==> src/rtl/keypad_scan_ctrl.sv <==
// 4x4 keypad scanner: column drive, 2-flop row synchronizer, scan classification and
// multi-scan press/release qualification. Define KEYPAD_AUTOREPEAT_EN to build auto-repeat.
module keypad_scan_ctrl #(
    parameter int unsigned SETTLE_CYCLES = 4,
    parameter int unsigned STABLE_SCANS  = 8,
    parameter int unsigned REPEAT_SCANS  = 32
) (
    input  logic       clk,
    input  logic       reset,
    input  logic [3:0] row_n,
    output logic [3:0] col_n,
    output logic [3:0] key_code,
    output logic       key_valid,
    output logic       key_down
);

    localparam int unsigned SW = $clog2(SETTLE_CYCLES + 1);
    localparam int unsigned PW = $clog2(STABLE_SCANS + 1);
    localparam logic [SW-1:0] SETTLE_LAST = SW'(SETTLE_CYCLES - 1);
    localparam logic [PW-1:0] STABLE_MAX  = PW'(STABLE_SCANS);

    typedef enum logic [1:0] {DRIVE, SAMPLE, EVAL} state_t;

    state_t          state_q, state_d;
    logic [3:0]      rs1_q, rs2_q;
    logic [1:0]      col_idx_q, col_idx_d;
    logic [SW-1:0]   settle_q, settle_d;
    logic [3:0][3:0] hits_q, hits_d;
    logic [3:0]      cand_q, cand_d;
    logic [PW-1:0]   press_cnt_q, press_cnt_d;
    logic [PW-1:0]   rel_cnt_q, rel_cnt_d;
    logic [3:0]      key_code_q, key_code_d;
    logic            key_valid_q, key_valid_d;
    logic            key_down_q, key_down_d;
    logic [3:0]      col_drive;
    logic [15:0]     hits_flat;
    logic [4:0]      hit_count;
    logic [3:0]      hit_code;
    logic            scan_none, scan_single;

`ifdef KEYPAD_AUTOREPEAT_EN
    localparam int unsigned RW = $clog2(REPEAT_SCANS + 1);
    localparam logic [RW-1:0] REPEAT_MAX = RW'(REPEAT_SCANS);
    logic [RW-1:0] rep_cnt_q, rep_cnt_d;
`else
    logic repeat_unused;
    assign repeat_unused = (REPEAT_SCANS == 0);
`endif

    // Hit bit index is row*4+col, so the index of a lone hit is its key code.
    assign hits_flat = hits_q;

    always_comb begin
        hit_count = '0;
        hit_code  = '0;
        for (int unsigned i = 0; i < 16; i++) begin
            if (hits_flat[i]) begin
                hit_count = hit_count + 5'd1;
                hit_code  = 4'(i);
            end
        end
    end

    assign scan_none   = (hit_count == 5'd0);
    assign scan_single = (hit_count == 5'd1);

    always_comb begin
        col_drive = '1;
        if (state_q != EVAL) begin
            col_drive[col_idx_q] = 1'b0;
        end
    end

    // Reset gates the drive directly so the pins idle while reset is held.
    assign col_n     = reset ? 4'b1111 : col_drive;
    assign key_code  = key_code_q;
    assign key_valid = key_valid_q;
    assign key_down  = key_down_q;

    always_comb begin
        state_d     = state_q;
        col_idx_d   = col_idx_q;
        settle_d    = settle_q;
        hits_d      = hits_q;
        cand_d      = cand_q;
        press_cnt_d = press_cnt_q;
        rel_cnt_d   = rel_cnt_q;
        key_code_d  = key_code_q;
        key_valid_d = 1'b0;
        key_down_d  = key_down_q;
`ifdef KEYPAD_AUTOREPEAT_EN
        rep_cnt_d   = rep_cnt_q;
`endif
        case (state_q)
            DRIVE: begin
                if (settle_q == SETTLE_LAST) begin
                    settle_d = '0;
                    state_d  = SAMPLE;
                end else begin
                    settle_d = settle_q + 1'b1;
                end
            end
            SAMPLE: begin
                for (int unsigned r = 0; r < 4; r++) begin
                    hits_d[r][col_idx_q] = ~rs2_q[r];
                end
                if (col_idx_q == 2'd3) begin
                    state_d = EVAL;
                end else begin
                    col_idx_d = col_idx_q + 2'd1;
                    state_d   = DRIVE;
                end
            end
            EVAL: begin
                col_idx_d = '0;
                state_d   = DRIVE;
                if (scan_single) begin
                    rel_cnt_d = '0;
                    // A zero press count means the stored candidate is stale.
                    if (press_cnt_q != '0 && hit_code == cand_q) begin
                        if (press_cnt_q != STABLE_MAX) begin
                            press_cnt_d = press_cnt_q + 1'b1;
                        end
                    end else begin
                        press_cnt_d = PW'(1);
                        cand_d      = hit_code;
                    end
                    if (press_cnt_d == STABLE_MAX && (cand_d != key_code_q || !key_down_q)) begin
                        key_code_d  = cand_d;
                        key_valid_d = 1'b1;
                        key_down_d  = 1'b1;
                    end
                end else if (scan_none) begin
                    press_cnt_d = '0;
                    if (rel_cnt_q != STABLE_MAX) begin
                        rel_cnt_d = rel_cnt_q + 1'b1;
                    end
                    if (rel_cnt_d == STABLE_MAX) begin
                        key_down_d = 1'b0;
                    end
                end else begin
                    press_cnt_d = '0;
                    rel_cnt_d   = '0;
                end
`ifdef KEYPAD_AUTOREPEAT_EN
                if (scan_single && !key_valid_d && key_down_q && hit_code == key_code_q) begin
                    rep_cnt_d = rep_cnt_q + 1'b1;
                    if (rep_cnt_d == REPEAT_MAX) begin
                        rep_cnt_d   = '0;
                        key_valid_d = 1'b1;
                    end
                end else begin
                    rep_cnt_d = '0;
                end
`endif
            end
            default: state_d = DRIVE;
        endcase
    end

    always_ff @(posedge clk) begin
        if (reset) begin
            state_q     <= DRIVE;
            rs1_q       <= '1;
            rs2_q       <= '1;
            col_idx_q   <= '0;
            settle_q    <= '0;
            hits_q      <= '0;
            cand_q      <= '0;
            press_cnt_q <= '0;
            rel_cnt_q   <= '0;
            key_code_q  <= '0;
            key_valid_q <= 1'b0;
            key_down_q  <= 1'b0;
`ifdef KEYPAD_AUTOREPEAT_EN
            rep_cnt_q   <= '0;
`endif
        end else begin
            state_q     <= state_d;
            rs1_q       <= row_n;
            rs2_q       <= rs1_q;
            col_idx_q   <= col_idx_d;
            settle_q    <= settle_d;
            hits_q      <= hits_d;
            cand_q      <= cand_d;
            press_cnt_q <= press_cnt_d;
            rel_cnt_q   <= rel_cnt_d;
            key_code_q  <= key_code_d;
            key_valid_q <= key_valid_d;
            key_down_q  <= key_down_d;
`ifdef KEYPAD_AUTOREPEAT_EN
            rep_cnt_q   <= rep_cnt_d;
`endif
        end
    end

endmodule

==> config.mk <==
export PLATFORM = sky130hd
export DESIGN_NAME = keypad_scan_ctrl
export DESIGN_NICKNAME = d
export VERILOG_FILES = /design/src/rtl/keypad_scan_ctrl.sv
export SDC_FILE = /design/constraint.sdc
export NUM_CORES = 1
export LEC_CHECK = 0
export BUFFER_PORTS_ARGS = -buffer_cell sky130_fd_sc_hd__buf_2
export CAP_MARGIN = 10
export CORE_MARGIN = 2
export CORE_UTILIZATION = 30
export DETAILED_ROUTE_END_ITERATION = 16
export PLACE_DENSITY = 0.48
export SLEW_MARGIN = 20
export SYNTH_ARGS = -nofsm -noshare
export SYNTH_HDL_FRONTEND = slang
export SYNTH_SLANG_ARGS = --single-unit
==> constraint.sdc <==
create_clock -name clk -period 8.1 [get_ports clk]
set_input_delay 0.81 -clock clk [delete_from_list [all_inputs] [get_ports clk]]
set_output_delay 0.81 -clock clk [all_outputs]
set_load 0.02 [all_outputs]
==> results of run 1 <==
-- timing repair --
item                                    4_1_cts  5_1_grt
cloned                                        1        0
gates resized for setup                      37       20
buffers inserted                             18        5
endpoints found under the setup margin       18       18
pin swaps                                    28       16
-- power groups by stage --
stage | sequential (W) | combinational [W] | clock (W)
finish | 0.000252 | 0.0000892 | 0.000269
global placement | 0.000257 | 0.0000753 | 0
global route | 0.000253 | 0.000100 | 0.000285
floorplan | 0.000254 | 0.0000598 | 0
CTS | 0.000252 | 0.0000840 | 0.000275
detailed placement | 0.000258 | 0.0000765 | 0
-- cell type report --
cell class,count,area share
clock buffer,5,0.0246
tap,172,0.0423
inverter,22,0.0167
timing repair buffer,69,0.100
sequential,49,0.194
clock inverter,3,0.0128
multi-input combinational,378,0.609
-- routing by layer --
layer | wire, um | part of all wire | up-vias
li1 | - | - | 1772
met1 | 4590 | 0.50 | 1567
met2 | 4270 | 0.47 | 38
met3 | 156 | 0.017 | 11
met4 | 146 | 0.016 | 0
met5 | 0 | 0 | -
-- layout by cell type (no fill, tap or decap), drive strengths merged, types with 4 or more instances in the layout --
| cell type | netlist | layout |
|---|---|---|
| buf | 7 | 69 |
| dfxtp | 49 | 49 |
| nor2 | 49 | 49 |
| nand2 | 42 | 42 |
| xnor2 | 35 | 35 |
| ha | 24 | 24 |
| a21oi | 23 | 23 |
| inv | 22 | 22 |
| a211oi | 17 | 17 |
| nand3 | 16 | 16 |
| xor2 | 16 | 16 |
| and2 | 13 | 13 |
| nor3 | 13 | 13 |
| o21ai | 12 | 12 |
| or2 | 10 | 10 |
| nor2b | 9 | 9 |
| mux2i | 9 | 9 |
| nand4 | 7 | 7 |
| xnor3 | 7 | 7 |
| nand2b | 6 | 6 |
| clkbuf | 19 | 5 |
| o211ai | 5 | 5 |
| and3b | 4 | 4 |
| a31o | 4 | 4 |
| o31ai | 4 | 4 |
-- registers in the layout, indices dropped and copies added, names as in the netlist, 2 cells and up --
| name | cells |
|---|---|
| hits_flat | 16 |
| key_code | 4 |
| rel_cnt_q | 4 |
| col_idx_q | 2 |
| settle_q | 3 |
| cand_q | 4 |
| state_q | 2 |
| rs2_q | 4 |
| press_cnt_q | 4 |
| rs1_q | 4 |
-- worst paths after layout --
path	from	endpoint	slack, ps	depth (start not counted)
setup / recovery	hits_flat[1]	key_code[2]	-470	49
hold / removal	rs1_q[1]	rs2_q[1]	410	1
setup reg to reg	hits_flat[1]	key_code[2]	-470	49
hold reg to reg	rs1_q[1]	rs2_q[1]	410	1
-- worst register-to-register path: cells and delay by family (launching register included) --
family | cells | cell delay (ps)
fa+ha+maj | 13 | 3120
compound gates | 14 | 2180
simple gates | 12 | 1090
mux | 4 | 930
xor+xnor | 3 | 520
flops | 1 | 370
buf+inv | 3 | 250
-- metrics by stage --
stage / std cells / util / total power [W] / area, um^2
final: 698 / 0.402 / 0.000610 / 5090
after floorplan: 475 / - / 0.000314 / 4040
after detailed placement: 669 / 0.352 / 0.000334 / 4460
after global routing: 698 / 0.402 / 0.000638 / 5090
after CTS: 695 / 0.390 / 0.000611 / 4950
after global placement: 669 / 0.352 / 0.000333 / 4460
-- logic make-up (layout without fill, tap and decap cells) --
group | after synthesis | after routing | share of synthesized area
buffers and inverters | 48 | 99 | 0.0518
DFF | 49 | 49 | 0.251
muxes | 13 | 13 | 0.0393
adders and majority gates | 24 | 24 | 0.0768
AOI/OAI and AO/OA | 98 | 98 | 0.176
and+or+nand+nor | 184 | 184 | 0.234
xor gates and xnor gates | 59 | 59 | 0.171
==> impl_metrics.toml, run 1 <==
[run_status]
status = "complete, but fails checks"
violations = "negative setup slack"

[clocking]
cts_hold_buf = 0
htree_levels = 2
cts-buffers-inserted = 5
max-clock-path-buffers = 2
clock-sinks = 49
clk_pin_slew_worst_paths_ps = 70
clk_latency_ps = 290
cts_tree = "yes"
cts-root-buf = "clkbuf_16"

[layout]
nets = 555
multiInputGateArea_um2 = 3100
drive_above_1_share = 0.298
n_fill_cell = 1270
diodes = 0
area_delta_synth_final_pct = 30.1
seq_area_um2 = 988

[placed_design]
place_ws_ps = -622
hpwl_um = 6580
numPortBuffers = 15
place.gp.congestion = 0.804

[sta]
fin_crit_ps = 8570
setup_tns_ps = -7200
rsz0062_at_grt = "true"
hold_viol = 0
fmax_mhz = 117
slew_headroom = 0.443
setup_viol = 18
timing.hold.ws_ps = 407
clock_skew_ps = 8.68
timing.final.crit_share = 1.06
setup_ws_ps = -466
tightestPinTransition_ps = 833
drv_slew = 0

[drt]
first_pass_iters = 4
routed_wl_um = 9170
post_drt_wl_per_cell_um = 13.1
dr_total_vias = 3388
drt_iter0_markers = 170
viasPerCell = 4.85
drtAntennaViolNets = 0
drc = 0

[global_route]
use_met3 = 0.0150
grt_max_degree = 44
gr-usage-met2 = 0.222
grt_use_met1 = 0.181
grt_usage = 0.134
grt_pass1_vias = 3318
grt.busiest_layer = "met2"
grt_antenna_before_repair = 0
overflow = 0
grt_pass1_wl_um = 15800

[logic_synthesis]
synth.avg_cell_area_um2 = 8.23
synthCells = 475
synthFlopType = "dfxtp_1"
synth_fp_nets = 505
synth.distinct_cells = 63
yosys-top-cells-area = "dfxtp_1, ha_1, xnor2_1"
yosysSeqAreaShare = 0.251
synth_edf_count = 0
yosysTopAreaCell = "dfxtp_1"
synth_common_cells = "dfxtp_1, nor2_1, nand2_1"
synth_top_area_frac = 0.251
ys_warn_count = 0
synth_seq_cells = 49
async_reset_ff_frac = 0
syn_area_um2 = 3910

[power]
clockPowerShare = 0.441
netSwitchingFraction = 0.245
p_int_w = 0.000460
pwr-share-comb = 0.146
power_frac_seq = 0.413
power_density_nw_per_um2 = 120
switching_power_w = 0.000149
leakage_nw = 2.12
max-vdd-ir-drop_uv = 99.4

[worst_setup_path]
path_class = "reg2reg"
crit_family = "adder cells"
cp_common_cell = "ha_4"
crit_buf_inv = 3
crit_slowest_cell = "dfxtp_4"
critPathRequiredTime_ps = 8290
cp_max_fo = 6
endpoint_kind = "register"
start_kind = "register"
critPathArrivalTime_ps = 8760
critical-path-max-stage-delay_ps = 370

[floorplanning]
die_w_um = 118
die_h_um = 118
rows = 41
io_pins = 16
initial_core_util = 0.309
die_area_um2 = 14000
coreArea_um2 = 12700

[run]
cap_violations = 0

[worst_hold_path]
hold_path.class = "reg2reg"
Power figures use the tool's default switching activity.
==> run 2: changes to the inputs <==
BUFFER_PORTS_ARGS = -buffer_cell sky130_fd_sc_hd__buf_4   (was -buffer_cell sky130_fd_sc_hd__buf_2)
==> run 2 against run 1 <==
  * The run still ends with negative setup slack left
  * Sequential cell count stayed put
  * Die area stayed put
  * Clock skew is 2.7 ps lower
  * Cell count is 1.1% lower
  * Clock-buffer cell count stayed put
  * Sequential power hardly changed
  * Sequential share of layout area is 0.42 points higher
  * Final area is 2.6% lower
  * Largest cell class unchanged
==> impl_metrics.toml, run 2 (synthesis results as in run 1) <==
[global_route]
overflow = 0
grt_antenna_before_repair = 0
grt_pass1_vias = 3231
grt_pass1_wl_um = 15700
grt_max_degree = 44
grt_usage = 0.132

[layout]
drive_above_1_share = 0.268
largest_reg_flops = 16
nets = 547
multiInputGateArea_um2 = 3050
n_fill_cell = 1270
final_common_cell = "buf_4"
diodes = 0
final_cell_area_um2 = 4950
final_cell_mix = "buf_4, nor2_1, dfxtp_1"
area_delta_synth_final_pct = 26.7
seq_area_um2 = 983

[power]
switching_power_w = 0.000149
netSwitchingFraction = 0.271
clockPowerShare = 0.382
power_density_nw_per_um2 = 111
leakage_nw = 2.08
p_int_w = 0.000400
power.total_w = 0.000549
pwr-share-comb = 0.159
max-vdd-ir-drop_uv = 79.7
power_frac_seq = 0.459

[floorplanning]
coreArea_um2 = 12700
io_pins = 16
die_w_um = 118
initial_core_util = 0.309
die_area_um2 = 14000
die_h_um = 118
rows = 41

[placed_design]
dpl_cell_area_um2 = 4480
place.gp.congestion = 0.772
hpwl_um = 6690
numPortBuffers = 15

[drt]
drc = 0
drtAntennaViolNets = 0
post_drt_wl_per_cell_um = 13.2
drt_iter0_markers = 189
dr_total_vias = 3399
routed_wl_um = 9080
first_pass_iters = 4
viasPerCell = 4.93

[worst_setup_path]
critical-path-max-stage-delay_ps = 380
start_kind = "register"
cp_common_cell = "ha_4"
critPathArrivalTime_ps = 8650
crit_slowest_cell = "mux2_4"
r2r_slack_ps = -360
path_class = "reg2reg"
endpoint_kind = "register"
critPathRequiredTime_ps = 8280
cp_max_fo = 6

[clocking]
cts-buffers-inserted = 5
cts_hold_buf = 0
htree_levels = 2
clk_pin_slew_worst_paths_ps = 70
cts_tree = "yes"
clk_latency_ps = 290
cts-root-buf = "clkbuf_16"
clock-sinks = 49
max-clock-path-buffers = 2

[sta]
setup_tns_ps = -5100
fmax_mhz = 118
fin_crit_ps = 8460
drv_slew = 0
timing.final.crit_share = 1.05
tightestPinTransition_ps = 971
rsz0062_at_grt = "true"
hold_viol = 0
setup_ws_ps = -365
setup_viol = 18
clock_skew_ps = 6.02
slew_headroom = 0.348

[run]
cap_violations = 0

[worst_hold_path]
hold_path.class = "reg2reg"

[run_status]
violations = "negative setup slack"
status = "complete, but fails checks"
run 2: changes by cell type in the layout (fill, tap and decap cells not counted), moves of 2 or more:
cell,delta
buf_2,-15
buf_4,+10
buf_6,-3
bufinv_16,-2
dfxtp_2,+2
dfxtp_4,-2
nand2_1,-2
nand2_4,+2
nor2_1,+2
nor3_1,+3
nor3_2,-3
run 2: metal layers:
layer,track usage,wire length (um),vias to the layer above
met5,0,0,-
met4,0.0346,80,0
met3,0.0159,223,6
met2,0.214,4200,49
met1,0.186,4580,1589
li1,-,-,1755
run 2: power groups by stage:
stage               Sequential [W]  Clock, W  Combinational [W]
floorplan                 0.000254         0          0.0000598
finish                    0.000252  0.000210          0.0000873
detailed placement        0.000258         0          0.0000774
global route              0.000253  0.000225          0.0000975
global placement          0.000258         0          0.0000758
CTS                       0.000252  0.000217          0.0000837
run 2: per-stage QoR:
stage	instances	hold WS (ps)	util	worst slack, ps
floorplan	475	389	-	-287
global placement	667	393	0.354	-506
detailed placement	667	398	0.354	-667
CTS	689	414	0.382	-508
global route	690	426	0.391	-833
finish	690	412	0.391	-365
run 2: area by class of cell:
class,count,area share
multi-input combinational,378,0.615
sequential,49,0.198
timing repair buffer,61,0.0962
tap,172,0.0434
clock buffer,5,0.0253
inverter,22,0.0167
clock inverter,3,0.00505
run 2: worst paths after layout:
kind	to	cells after the start	from
min reg2reg	rs2_q[0]	1	rs1_q[0]
min	rs2_q[0]	1	rs1_q[0]
max	key_code[2]	48	hits_flat[0]
max reg2reg	key_code[2]	48	hits_flat[0]
run 2: repair_timing:
item / 4_1_cts / 5_1_grt
gates cloned: 1 / 0
buffers inserted: 13 / 3
pin swaps: 19 / 11
setup endpoints to repair: 18 / 18
gates resized for setup: 22 / 19
run 2: critical path: cells and delay by family, from the launching register on:
kind	cells	cell delay, ps
adders and majority gates	13	3090
AOI/OAI and AO/OA	14	2100
muxes	5	1150
and+or+nand+nor	11	890
xor gates and xnor gates	2	510
DFF	1	350
buffers and inverters	3	250
